===== src/rtl/xs3_pkg.sv =====
// Shared types and helpers for the bit-serial BCD to Excess-3 encoder.
package xs3_pkg;

  typedef enum logic [1:0] {
    IDLE,
    CONV,
    DONE
  } state_t;

  localparam logic [3:0] XS3_OFFSET = 4'd3;

  // A BCD digit is invalid when it is 10..15 (b3 set together with b2 or b1).
  function automatic logic is_bad_bcd(input logic [3:0] digit);
    return digit[3] & (digit[2] | digit[1]);
  endfunction

endpackage


===== src/rtl/xs3_bit_adder.sv =====
// Mealy serial full adder that adds the constant Excess-3 offset one bit at a time.
module xs3_bit_adder
  import xs3_pkg::*;
(
  input  logic       data_bit,
  input  logic [1:0] pos,
  input  logic       carry_in,
  output logic       sum,
  output logic       carry_out
);

  logic addend;

  assign addend = XS3_OFFSET[pos];
  assign sum    = data_bit ^ addend ^ carry_in;

  // Carry out of the digit MSB is dropped so neighbouring digits stay independent.
  assign carry_out = (pos == 2'd3) ? 1'b0
                   : ((data_bit & addend) | (data_bit & carry_in) | (addend & carry_in));

endmodule


===== src/rtl/bcd_to_excess3_serial.sv =====
// Bit-serial BCD to Excess-3 encoder: FSM, shift register, bit counter and
// valid/ready handshakes around the serial adder.
module bcd_to_excess3_serial
  import xs3_pkg::*;
#(
  parameter int DIGITS = 4
) (
  input  logic                clk,
  input  logic                rst,
  input  logic                in_valid,
  output logic                in_ready,
  input  logic [4*DIGITS-1:0] in_bcd,
  output logic                out_valid,
  input  logic                out_ready,
  output logic [4*DIGITS-1:0] out_xs3,
  output logic                out_err
);

  localparam int W  = 4 * DIGITS;
  localparam int CW = $clog2(W);

  state_t         state;
  state_t         state_next;
  logic [W-1:0]   sr;
  logic [CW-1:0]  cnt;
  logic           carry;
  logic           err;
  logic           sum;
  logic           carry_next;
  logic           last_bit;
  logic           any_bad;

  assign in_ready  = (state == IDLE);
  assign out_valid = (state == DONE);
  assign last_bit  = (cnt == CW'(W - 1));

  always_comb begin
    any_bad = 1'b0;
    for (int d = 0; d < DIGITS; d++) begin
      any_bad = any_bad | is_bad_bcd(in_bcd[4*d +: 4]);
    end
  end

  xs3_bit_adder u_adder (
    .data_bit  (sr[0]),
    .pos       (cnt[1:0]),
    .carry_in  (carry),
    .sum       (sum),
    .carry_out (carry_next)
  );

  always_ff @(posedge clk or posedge rst) begin
    if (rst) begin
      state <= IDLE;
    end else begin
      state <= state_next;
    end
  end

  always_comb begin
    state_next = state;
    case (state)
      IDLE:    if (in_valid)  state_next = CONV;
      CONV:    if (last_bit)  state_next = DONE;
      DONE:    if (out_ready) state_next = IDLE;
      default: state_next = IDLE;
    endcase
  end

  // The counter is cleared on the last bit so it never needs to count past W-1.
  always_ff @(posedge clk or posedge rst) begin
    if (rst) begin
      sr      <= '0;
      cnt     <= '0;
      carry   <= 1'b0;
      err     <= 1'b0;
      out_xs3 <= '0;
      out_err <= 1'b0;
    end else begin
      case (state)
        IDLE: begin
          if (in_valid) begin
            sr    <= in_bcd;
            cnt   <= '0;
            carry <= 1'b0;
            err   <= any_bad;
          end
        end
        CONV: begin
          sr    <= {sum, sr[W-1:1]};
          carry <= carry_next;
          cnt   <= last_bit ? '0 : cnt + CW'(1);
          if (last_bit) begin
            out_xs3 <= {sum, sr[W-1:1]};
            out_err <= err;
          end
        end
        default: ;
      endcase
    end
  end

endmodule

===== config.mk =====
export PLATFORM = sky130hd
export DESIGN_NAME = bcd_to_excess3_serial
export DESIGN_NICKNAME = d
export VERILOG_FILES = /design/src/rtl/xs3_pkg.sv /design/src/rtl/xs3_bit_adder.sv /design/src/rtl/bcd_to_excess3_serial.sv
export SDC_FILE = /design/constraint.sdc
export NUM_CORES = 1
export LEC_CHECK = 0
export BUFFER_PORTS_ARGS = -buffer_cell sky130_fd_sc_hd__buf_2
export CAP_MARGIN = 20
export CELL_PAD_IN_SITES_DETAIL_PLACEMENT = 1
export CELL_PAD_IN_SITES_GLOBAL_PLACEMENT = 2
export CORE_MARGIN = 5
export CORE_UTILIZATION = 30
export CTS_CLUSTER_DIAMETER = 120
export DETAILED_ROUTE_END_ITERATION = 6
export PLACE_DENSITY = 0.69
export SYNTH_ARGS = -nofsm -noshare
export SYNTH_HDL_FRONTEND = slang
export SYNTH_HIERARCHICAL = 1
export SYNTH_SLANG_ARGS = --single-unit
export TNS_END_PERCENT = 100

===== constraint.sdc =====
create_clock -name clk -period 3.2 [get_ports clk]
set_input_delay 0.16 -clock clk [delete_from_list [all_inputs] [get_ports clk]]
set_output_delay 0.16 -clock clk [all_outputs]
set_load 0.05 [all_outputs]

==> impl_metrics.ini, run 1 <==
[placed_design]
dpl.hpwl_um = 3135
port_buffers = 38
gp_congestion = 0.7925

[logic_synthesis]
synthAdderAreaFrac_pct = 1.728
synth_xor_area_share_pct = 0
syn_inst = 155
synth_compound_area_share_pct = 8.704
synth_area_um2 = 1883
synth_top_family_by_area = multiplexers
synth_mux_area_share_pct = 20.47
synth-seq-area-share_pct = 54.49
yosys_warnings = 6
synth_nets = 177
avgSynthCellArea_um2 = 12.15
synthSimpleGateAreaFrac_pct = 10.17
synth_cell_types = 29
synth_seq_cells = 41

[floorplan]
initial_core_util_pct = 31.25
rows = 28
chipHeight_um = 89.23
ioPinCount = 39
die_w_um = 89.23
core-area_um2 = 6026
die_area_um2 = 7961

[status]
status = completed

[setup_path]
r2r_setup_slack_ns = 1.26
start_kind = flop
worstPathMaxFanout = 18
cpMaxStageDelayCell = nor2_4
required_ns = 3.38
end_kind = flop
reg2reg_depth = 4
worstPathArrival_ns = 2.12
r2r_start = cnt[1]
regToRegEndpoint = out_xs3[8]
slowest_delay_ns = 0.58
crit_type = reg2reg
path_cells = ha_1 > nand3_1 > nor2_4 > mux2_2

[final_layout]
drive_above_1_share_pct = 35.71
n_antenna_cell = 0
final_core_util_pct = 37.23
syn_to_final_growth_pct = 19.14
fin_nets = 217

[detailed_routing]
routedWlPerCell_um = 15.86
drcViolationCount = 0
routed-via-count = 1279
final_antenna_net_count = 0
drtPass1Iterations = 3
viasPerCell = 4.720
drt_iter0_drc = 49
finalWirelength_um = 4299

[timing]
final-max-slew-violation-count = 0
tns_ns = 0
setup_viol = 0
max_freq_mhz = 514.6
fin_worst_skew_ns = 0.002903
hold_viol = 0
slew_headroom_pct = 41.49
rsz0062_at_grt = false
hold_ws_ns = 0.04019
period_share_pct = 60.73
worstMarginPinSlew_ns = 0.8767
period_minus_slack_ns = 1.943

[clocking]
cts.sinks = 41
cts_buffer_depth = 2
clk_pin_slew_ns = 0.08
post_cts_resize_count = 0
cts_max_level = 2
cts_root_buf = clkbuf_8
clk_latency_ns = 0.29
cts_tree = built
cts_made_buffers = 5
postCtsSetupBuffers = 0
cts_hold_buf = 0

[power_and_ir_drop]
p_per_area_nw_per_um2 = 1012
p_clk_share_pct = 19.1
p_sw_uw = 953.4
p_sw_share_pct = 42.01
power_frac_comb_pct = 41.6
power.internal_uw = 1316
power.total_uw = 2269
ir_drop_uv = 313.7
seqPwrFrac_pct = 39.3
p_leak_uw = 0.001029

[global_routing]
grt_pass1_vias = 1426
grt_use_total_pct = 12.29
antenna_found_initial = 0
grt.overflow.total = 0
grt_max_degree = 23
grt_pass1_wl_um = 7334

[run]
cap_violations = 0

[worst_hold_path]
hold_path.class = in2async
registers in the layout, indices dropped and copies added (netlist names):
signal,cells
carry,1
cnt,4
err,1
out_err,1
out_xs3,16
sr,16
state,2
routing by layer:
| metal | routed length (µm) | part of all wire (%) | up-vias | GRT usage [%] |
|---|---|---|---|---|
| met5 | 0 | 0 | - | 0 |
| met4 | 68 | 1.6 | 0 | 4.465 |
| met3 | 228 | 5.3 | 5 | 3.779 |
| met2 | 2044 | 48 | 28 | 19.49 |
| met1 | 1957 | 46 | 632 | 15.84 |
| li1 | - | - | 614 | - |
critical path, delay by kind of cell, from the launching register on:
kind,cells,cell delay (ns)
AND/OR/NAND/NOR,2,0.75
flip-flops,1,0.45
multiplexers,1,0.41
adder cells (fa/ha/maj),1,0.21
cells in the final DEF, fill, tap and decap left out, drive strengths merged:
cell,Yosys,layout
nor3,1,1
a21o,2,2
bufinv,0,1
and4,1,1
buf,7,41
dfrtp,41,41
a311o,1,1
mux2,17,17
clkbuf,1,7
fa,1,1
ha,1,1
nor3b,1,1
a21oi,2,2
nand2,21,21
mux2i,16,16
nor2,4,4
nand3b,2,2
nand3,2,2
nand2b,2,2
inv,5,5
o21ai,25,25
nor2b,2,2
power groups by stage:
stage,Combinational [µW],Sequential [µW],Clock [µW]
2_1_floorplan,488,1140,0
3_3_place_gp,932,888,0
3_5_place_dp,959,906,0
4_1_cts,962,897,451
5_1_grt,1030,926,481
6_report,944,893,433
layout make-up:
class / instances / area, µm²
multi-input cells: 101 / 775.7
flip-flops and latches: 41 / 1026
clock inverters: 1 / 30.03
fillers: 688 / 3782
repair buffers: 41 / 212.7
well taps: 75 / 93.84
inverters: 5 / 18.77
clock buffers: 7 / 86.33
cells by family (layout without fill, tap and decap cells):
group / count (synthesis) / count (layout)
adder cells (fa/ha/maj): 2 / 2
AND/OR/NAND/NOR: 36 / 36
multiplexers: 33 / 33
buffers and inverters: 13 / 54
AO/OA/AOI/OAI: 30 / 30
flip-flops: 41 / 41
worst max path at each step:
| stage | start | endpoint | slack [ns] |
|---|---|---|---|
| detailed placement | cnt[1] | out_xs3[8] | 1.26 |
| finish | cnt[1] | out_xs3[8] | 1.26 |
| floorplan | cnt[1] | out_err | 1.63 |
| global placement | state[0] | cnt[0] | 1.32 |
| global route | state[0] | cnt[0] | 1.13 |
| CTS | cnt[1] | out_xs3[8] | 1.25 |
per-stage QoR:
| stage | setup slack (ns) | instances | area (µm²) |
|---|---|---|---|
| after global placement | 1.320 | 263 | 2127 |
| after CTS | 1.248 | 271 | 2243 |
| final | 1.257 | 271 | 2243 |
| after detailed placement | 1.257 | 263 | 2127 |
| after floorplan | 1.634 | 155 | 1883 |
| after global routing | 1.134 | 271 | 2243 |
synthesized netlist by cell type:
library cell / number / share of area (%)
nand2b_4: 1 / 0.73
o21ai_0: 11 / 2.9
ha_1: 1 / 0.66
buf_4: 1 / 0.40
buf_2: 3 / 0.80
and4_1: 1 / 0.47
mux2i_1: 16 / 8.5
nor2b_1: 2 / 0.66
nand2_1: 21 / 4.2
nor3_1: 1 / 0.27
fa_1: 1 / 1.1
clkbuf_2: 1 / 0.27
mux2_4: 9 / 7.2
nand3b_1: 2 / 0.80
nor2_1: 3 / 0.60
o21ai_1: 14 / 3.7
inv_1: 5 / 1.0
a21o_1: 2 / 0.80
nor3b_4: 1 / 1.0
buf_8: 1 / 0.80
a311o_1: 1 / 0.53
nand3_1: 2 / 0.53
nor2_4: 1 / 0.60
mux2_2: 8 / 4.8
nand2b_1: 1 / 0.33
dfrtp_1: 41 / 54
a21oi_2: 1 / 0.47
buf_6: 2 / 1.2
a21oi_1: 1 / 0.27
(Power assumes the default switching activity.)
==> inputs of run 2 (changes only) <==
--- a/config.mk
+++ b/config.mk
@@ -5,15 +5,16 @@
 export SDC_FILE = /design/constraint.sdc
 export NUM_CORES = 1
 export LEC_CHECK = 0
+export ABC_AREA = 1
 export BUFFER_PORTS_ARGS = -buffer_cell sky130_fd_sc_hd__buf_2
 export CAP_MARGIN = 20
 export CELL_PAD_IN_SITES_DETAIL_PLACEMENT = 1
 export CELL_PAD_IN_SITES_GLOBAL_PLACEMENT = 2
 export CORE_MARGIN = 5
-export CORE_UTILIZATION = 30
+export CORE_UTILIZATION = 29
 export CTS_CLUSTER_DIAMETER = 120
 export DETAILED_ROUTE_END_ITERATION = 6
-export PLACE_DENSITY = 0.69
+export PLACE_DENSITY = 0.75
 export SYNTH_ARGS = -nofsm -noshare
 export SYNTH_HDL_FRONTEND = slang
 export SYNTH_HIERARCHICAL = 1
==> constraint.sdc (replaced) <==
create_clock -name clk -period 1.7 [get_ports clk]
set_input_delay 0.085 -clock clk [delete_from_list [all_inputs] [get_ports clk]]
set_output_delay 0.085 -clock clk [all_outputs]
set_load 0.05 [all_outputs]
==> impl_metrics.ini, run 2 <==
[status]
status = completed

[clocking]
cts_made_buffers = 5
cts_hold_buf = 2
cts_max_level = 2
clk_pin_slew_ns = 0.08
cts_tree = built
cts.sinks = 41
postCtsSetupBuffers = 0
clk_latency_ns = 0.30
cts_root_buf = clkbuf_8
cts_buffer_depth = 2
post_cts_resize_count = 0

[logic_synthesis]
yosys_warnings = 6
synthFlopType = dfrtp_1
async_flop_share_pct = 100.0
synth_nets = 238
synth.most_common_cell = nand2_1
avgSynthCellArea_um2 = 8.863
yosys.area.top_type = dfrtp_1
synth_cell_types = 23
synth_seq_cells = 41
syn_inst = 216
synth_area_um2 = 1914
synth_top_area_share_pct = 53.59
synth-seq-area-share_pct = 53.59
yosys-top-cells-count = nand2_1 (71), dfrtp_1 (41), o21ai_0 (31)
synth-edff-count = 0
synth_area_leaders = dfrtp_1 (54%), nand2_1 (14%), o21ai_0 (8.1%)

[detailed_routing]
routed-via-count = 1525
drtPass1Iterations = 2
drt_iter0_drc = 30
viasPerCell = 4.499
final_antenna_net_count = 0
routedWlPerCell_um = 13.28
drcViolationCount = 0
finalWirelength_um = 4502

[setup_path]
crit_buf_inv = 2
worstPathArrival_ns = 1.69
crit_family = flip-flops
slowest_delay_ns = 0.46
required_ns = 1.89
start_kind = flop
cpMaxStageDelayCell = dfrtp_1
end_kind = flop
crit_type = reg2reg
worstPathMaxFanout = 17
r2r_setup_slack_ns = 0.20
path_cells = ha_1 > nand3_1 > nor2_4 > inv_2 > buf_4 > nand2_1 > o21ai_2

[floorplan]
rows = 29
ioPinCount = 39
chipHeight_um = 91.25
die_area_um2 = 8326
initial_core_util_pct = 29.98
core-area_um2 = 6386
die_w_um = 91.25

[final_layout]
nFillCells = 800
final_common_cell = nand2_1
drive_above_1_share_pct = 28.24
multi_input_area_um2 = 715.7
final_cell_mix = nand2_1 (71), dfrtp_1 (41), buf_2 (38), o21ai_0 (31), inv_1 (24)
fin_nets = 283
ff_latch_area_um2 = 1026
syn_to_final_growth_pct = 20.72
reg_top3 = out_xs3 x16, sr x16, cnt x4
n_antenna_cell = 0

[timing]
hold_viol = 0
hold_ws_ns = 0.06172
setup_viol = 0
slew_headroom_pct = 64.15
rsz0062_at_grt = false
period_share_pct = 88.23
tns_ns = 0
period_minus_slack_ns = 1.500
fin_worst_skew_ns = 0.003731
final-max-slew-violation-count = 0
max_freq_mhz = 666.7
worstMarginPinSlew_ns = 0.5378

[power_and_ir_drop]
p_per_area_nw_per_um2 = 2066
p_leak_uw = 0.001179
ir_drop_uv = 676.1

[placed_design]
gp_congestion = 0.7776
dpl.hpwl_um = 3302
port_buffers = 38

[global_routing]
antenna_found_initial = 0
grt_pass1_vias = 1625
grt_use_total_pct = 11.48
grt_max_degree = 42
grt.overflow.total = 0
grt_pass1_wl_um = 7721

[worst_hold_path]
hold_path.class = in2reg

[run]
cap_violations = 0
## run 2: cell count changes after synthesis, sizes merged, moves of 16 or more
| cell | change |
|---|---|
| nand2 | +53 |
| mux2 | -17 |
| inv | +20 |
| mux2i | -16 |
| o21ai | +26 |
## run 2: final timing paths
check | startpoint | depth (start not counted) | end
setup reg to reg | cnt[1] | 7 | out_xs3[3]
min in group asynchronous | rst | 4 | sr[11]
setup / recovery | cnt[1] | 7 | out_xs3[3]
max in group asynchronous | rst | 4 | err
hold reg to reg | out_xs3[0] | 2 | out_xs3[0]
hold / removal | in_valid | 3 | state[0]
## run 2: cell families after synthesis
logic type | after synthesis | synth area share (%)
compound gates | 55 | 17.71
fa+ha+maj | 2 | 1.699
simple gates | 84 | 17.97
flops | 41 | 53.59
buf+inv | 34 | 9.019
## run 2: layout make-up
type	instances	area share [%]
flip-flops and latches	41	44.40
clock buffers	7	3.736
repair buffers	47	11.37
well taps	77	4.169
inverters	25	4.061
multi-input cells	141	30.97
clock inverters	1	1.299
## run 2: through the flow
stage / worst slack, ns / util (%) / instances / total power [µW] / area, µm²
2_1_floorplan: 0.1956 / - / 216 / 3470 / 1914
3_3_place_gp: 0.2747 / 34.05 / 329 / 3949 / 2175
3_5_place_dp: 0.2056 / 34.05 / 329 / 4006 / 2175
4_1_cts: 0.1833 / 36.19 / 339 / 4858 / 2311
5_1_grt: 0.04993 / 36.19 / 339 / 5191 / 2311
6_report: 0.2001 / 36.19 / 339 / 4774 / 2311
## run 2: per-layer routing
layer | track usage, % | up-vias | routed length [µm]
li1 | - | 769 | -
met1 | 15.19 | 721 | 2138
met2 | 17.31 | 27 | 2027
met3 | 4.132 | 8 | 268
met4 | 4.034 | 0 | 68
met5 | 0 | - | 0
## run 2: worst register-to-register path, delay by kind of cell (launching register included)
family          cells  cell delay, ns
flops               1            0.46
simple gates        3            0.40
buf+inv             2            0.25
fa+ha+maj           1            0.23
compound gates      1            0.05
## run 2: where the power goes
| part | total [µW] | switching (µW) | internal [µW] |
|---|---|---|---|
| registers | 1640 | 228 | 1410 |
| logic | 2300 | 1660 | 646 |
| clock network | 832 | 353 | 479 |
| total | 4770 | 2240 | 2540 |
==> inputs of run 3 (changes only) <==
--- a/config.mk
+++ b/config.mk
@@ -14,6 +14,7 @@
 export CORE_UTILIZATION = 29
 export CTS_CLUSTER_DIAMETER = 120
 export DETAILED_ROUTE_END_ITERATION = 6
+export MAX_ROUTING_LAYER = met4
 export PLACE_DENSITY = 0.75
 export SYNTH_ARGS = -nofsm -noshare
 export SYNTH_HDL_FRONTEND = slang
==> impl_metrics.ini, run 3 (synthesized netlist as in run 2, its figures left out) <==
[status]
status = completed

[final_layout]
drive_above_1_share_pct = 28.24
reg_top3 = out_xs3 x16, sr x16, cnt x4
final_common_cell = nand2_1
n_antenna_cell = 0
fin_area_um2 = 2311
fin_nets = 283
syn_to_final_growth_pct = 20.72
final_cell_mix = nand2_1 (71), dfrtp_1 (41), buf_2 (38), o21ai_0 (31), inv_1 (24)

[clocking]
postCtsSetupBuffers = 0
cts_made_buffers = 5
cts_max_level = 2
cts_tree = built
cts.sinks = 41
clk_latency_ns = 0.29
cts_buffer_depth = 2
clk_pin_slew_ns = 0.08
cts_root_buf = clkbuf_8

[detailed_routing]
drcViolationCount = 0
drtPass1Iterations = 2
viasPerCell = 4.496
routed-via-count = 1524
routedWlPerCell_um = 13.22
drt_iter0_drc = 34
final_antenna_net_count = 0
finalWirelength_um = 4483

[floorplan]
rows = 29
core-area_um2 = 6386
die_area_um2 = 8326
chipHeight_um = 91.25
initial_core_util_pct = 29.98
ioPinCount = 39
die_w_um = 91.25

[power_and_ir_drop]
p_per_area_nw_per_um2 = 2062
power.total_uw = 4765
ir_drop_uv = 676.2
p_leak_uw = 0.001179

[setup_path]
slowest_delay_ns = 0.46
cpMaxStageDelayCell = dfrtp_1
worstPathMaxFanout = 17
worstPathArrival_ns = 1.69
end_kind = flop
required_ns = 1.88
start_kind = flop
path_cells = ha_1 > nand3_1 > nor2_4 > inv_2 > buf_4 > nand2_1 > o21ai_2
crit_type = reg2reg

[global_routing]
grt_pass1_vias = 1634
antenna_found_initial = 0
grt_pass1_wl_um = 7707
grt_max_degree = 42
grt_use_total_pct = 11.69
grt.overflow.total = 0

[timing]
period_minus_slack_ns = 1.507
tns_ns = 0
final-max-slew-violation-count = 0
rsz0062_at_grt = false
worstMarginPinSlew_ns = 0.5450
hold_ws_ns = 0.06868
period_share_pct = 88.67
max_freq_mhz = 663.4
slew_headroom_pct = 63.67
fin_worst_skew_ns = 0.004827
setup_viol = 0
hold_viol = 0

[run]
cap_violations = 0

[worst_hold_path]
hold_path.class = in2reg

[placed_design]
dpl.hpwl_um = 3302
port_buffers = 38
dpl_cell_area_um2 = 2175
gp_congestion = 0.7882
==> run 3: critical path: cells and delay by family, from the launching register on <==
| kind | cells | cell delay (ns) |
|---|---|---|
| flip-flops | 1 | 0.46 |
| AND/OR/NAND/NOR | 3 | 0.39 |
| buffers and inverters | 2 | 0.25 |
| adder cells (fa/ha/maj) | 1 | 0.23 |
| AO/OA/AOI/OAI | 1 | 0.05 |
==> run 3: layout make-up <==
cell class                 count  area, µm²
fill                         800       4075
sequential                    41       1026
multi-input combinational    141      715.7
timing repair buffer          47      262.8
tap                           77      96.34
inverter                      25      93.84
clock buffer                   7      86.33
clock inverter                 1      30.03
==> run 3: worst paths after layout <==
path	startpoint	endpoint	slack, ns	depth (start not counted)
worst min register to register	out_xs3[0]	out_xs3[0]	0.48	2
worst max register to register	cnt[1]	out_xs3[3]	0.19	7
max in group asynchronous	rst	cnt[2]	0.86	4
min in group asynchronous	rst	sr[11]	0.47	4
worst max-delay path	cnt[1]	out_xs3[3]	0.19	7
worst min-delay path	in_valid	state[0]	0.07	3
==> run 3: metal layers <==
metal	global-route usage, %	up-vias	routed length (µm)
met5	-	-	0
met4	4.034	0	62
met3	3.306	5	225
met2	17.43	28	2027
met1	15.25	722	2168
li1	-	769	-
==> run 3: repair_timing <==
action                                 4_1_cts  5_1_grt
resized for setup                            0        0
hold buffers                                 2        0
endpoints found under the hold margin       42        0
==> run 3: per-stage QoR <==
stage	instances	worst slack [ns]	util, %
after global routing	339	0.04990	36.19
after CTS	339	0.1833	36.19
after global placement	329	0.2747	34.05
after detailed placement	329	0.2056	34.05
final	339	0.1926	36.19
after floorplan	216	0.1956	-
==> run 3: where the power goes <==
group / total [µW] / internal [µW] / leakage (µW) / switching (µW)
combinational: 2310 / 646 / 0.000600 / 1660
clock: 821 / 479 / 0.0000585 / 342
sequential: 1640 / 1410 / 0.000521 / 228
total: 4760 / 2540 / 0.00118 / 2230
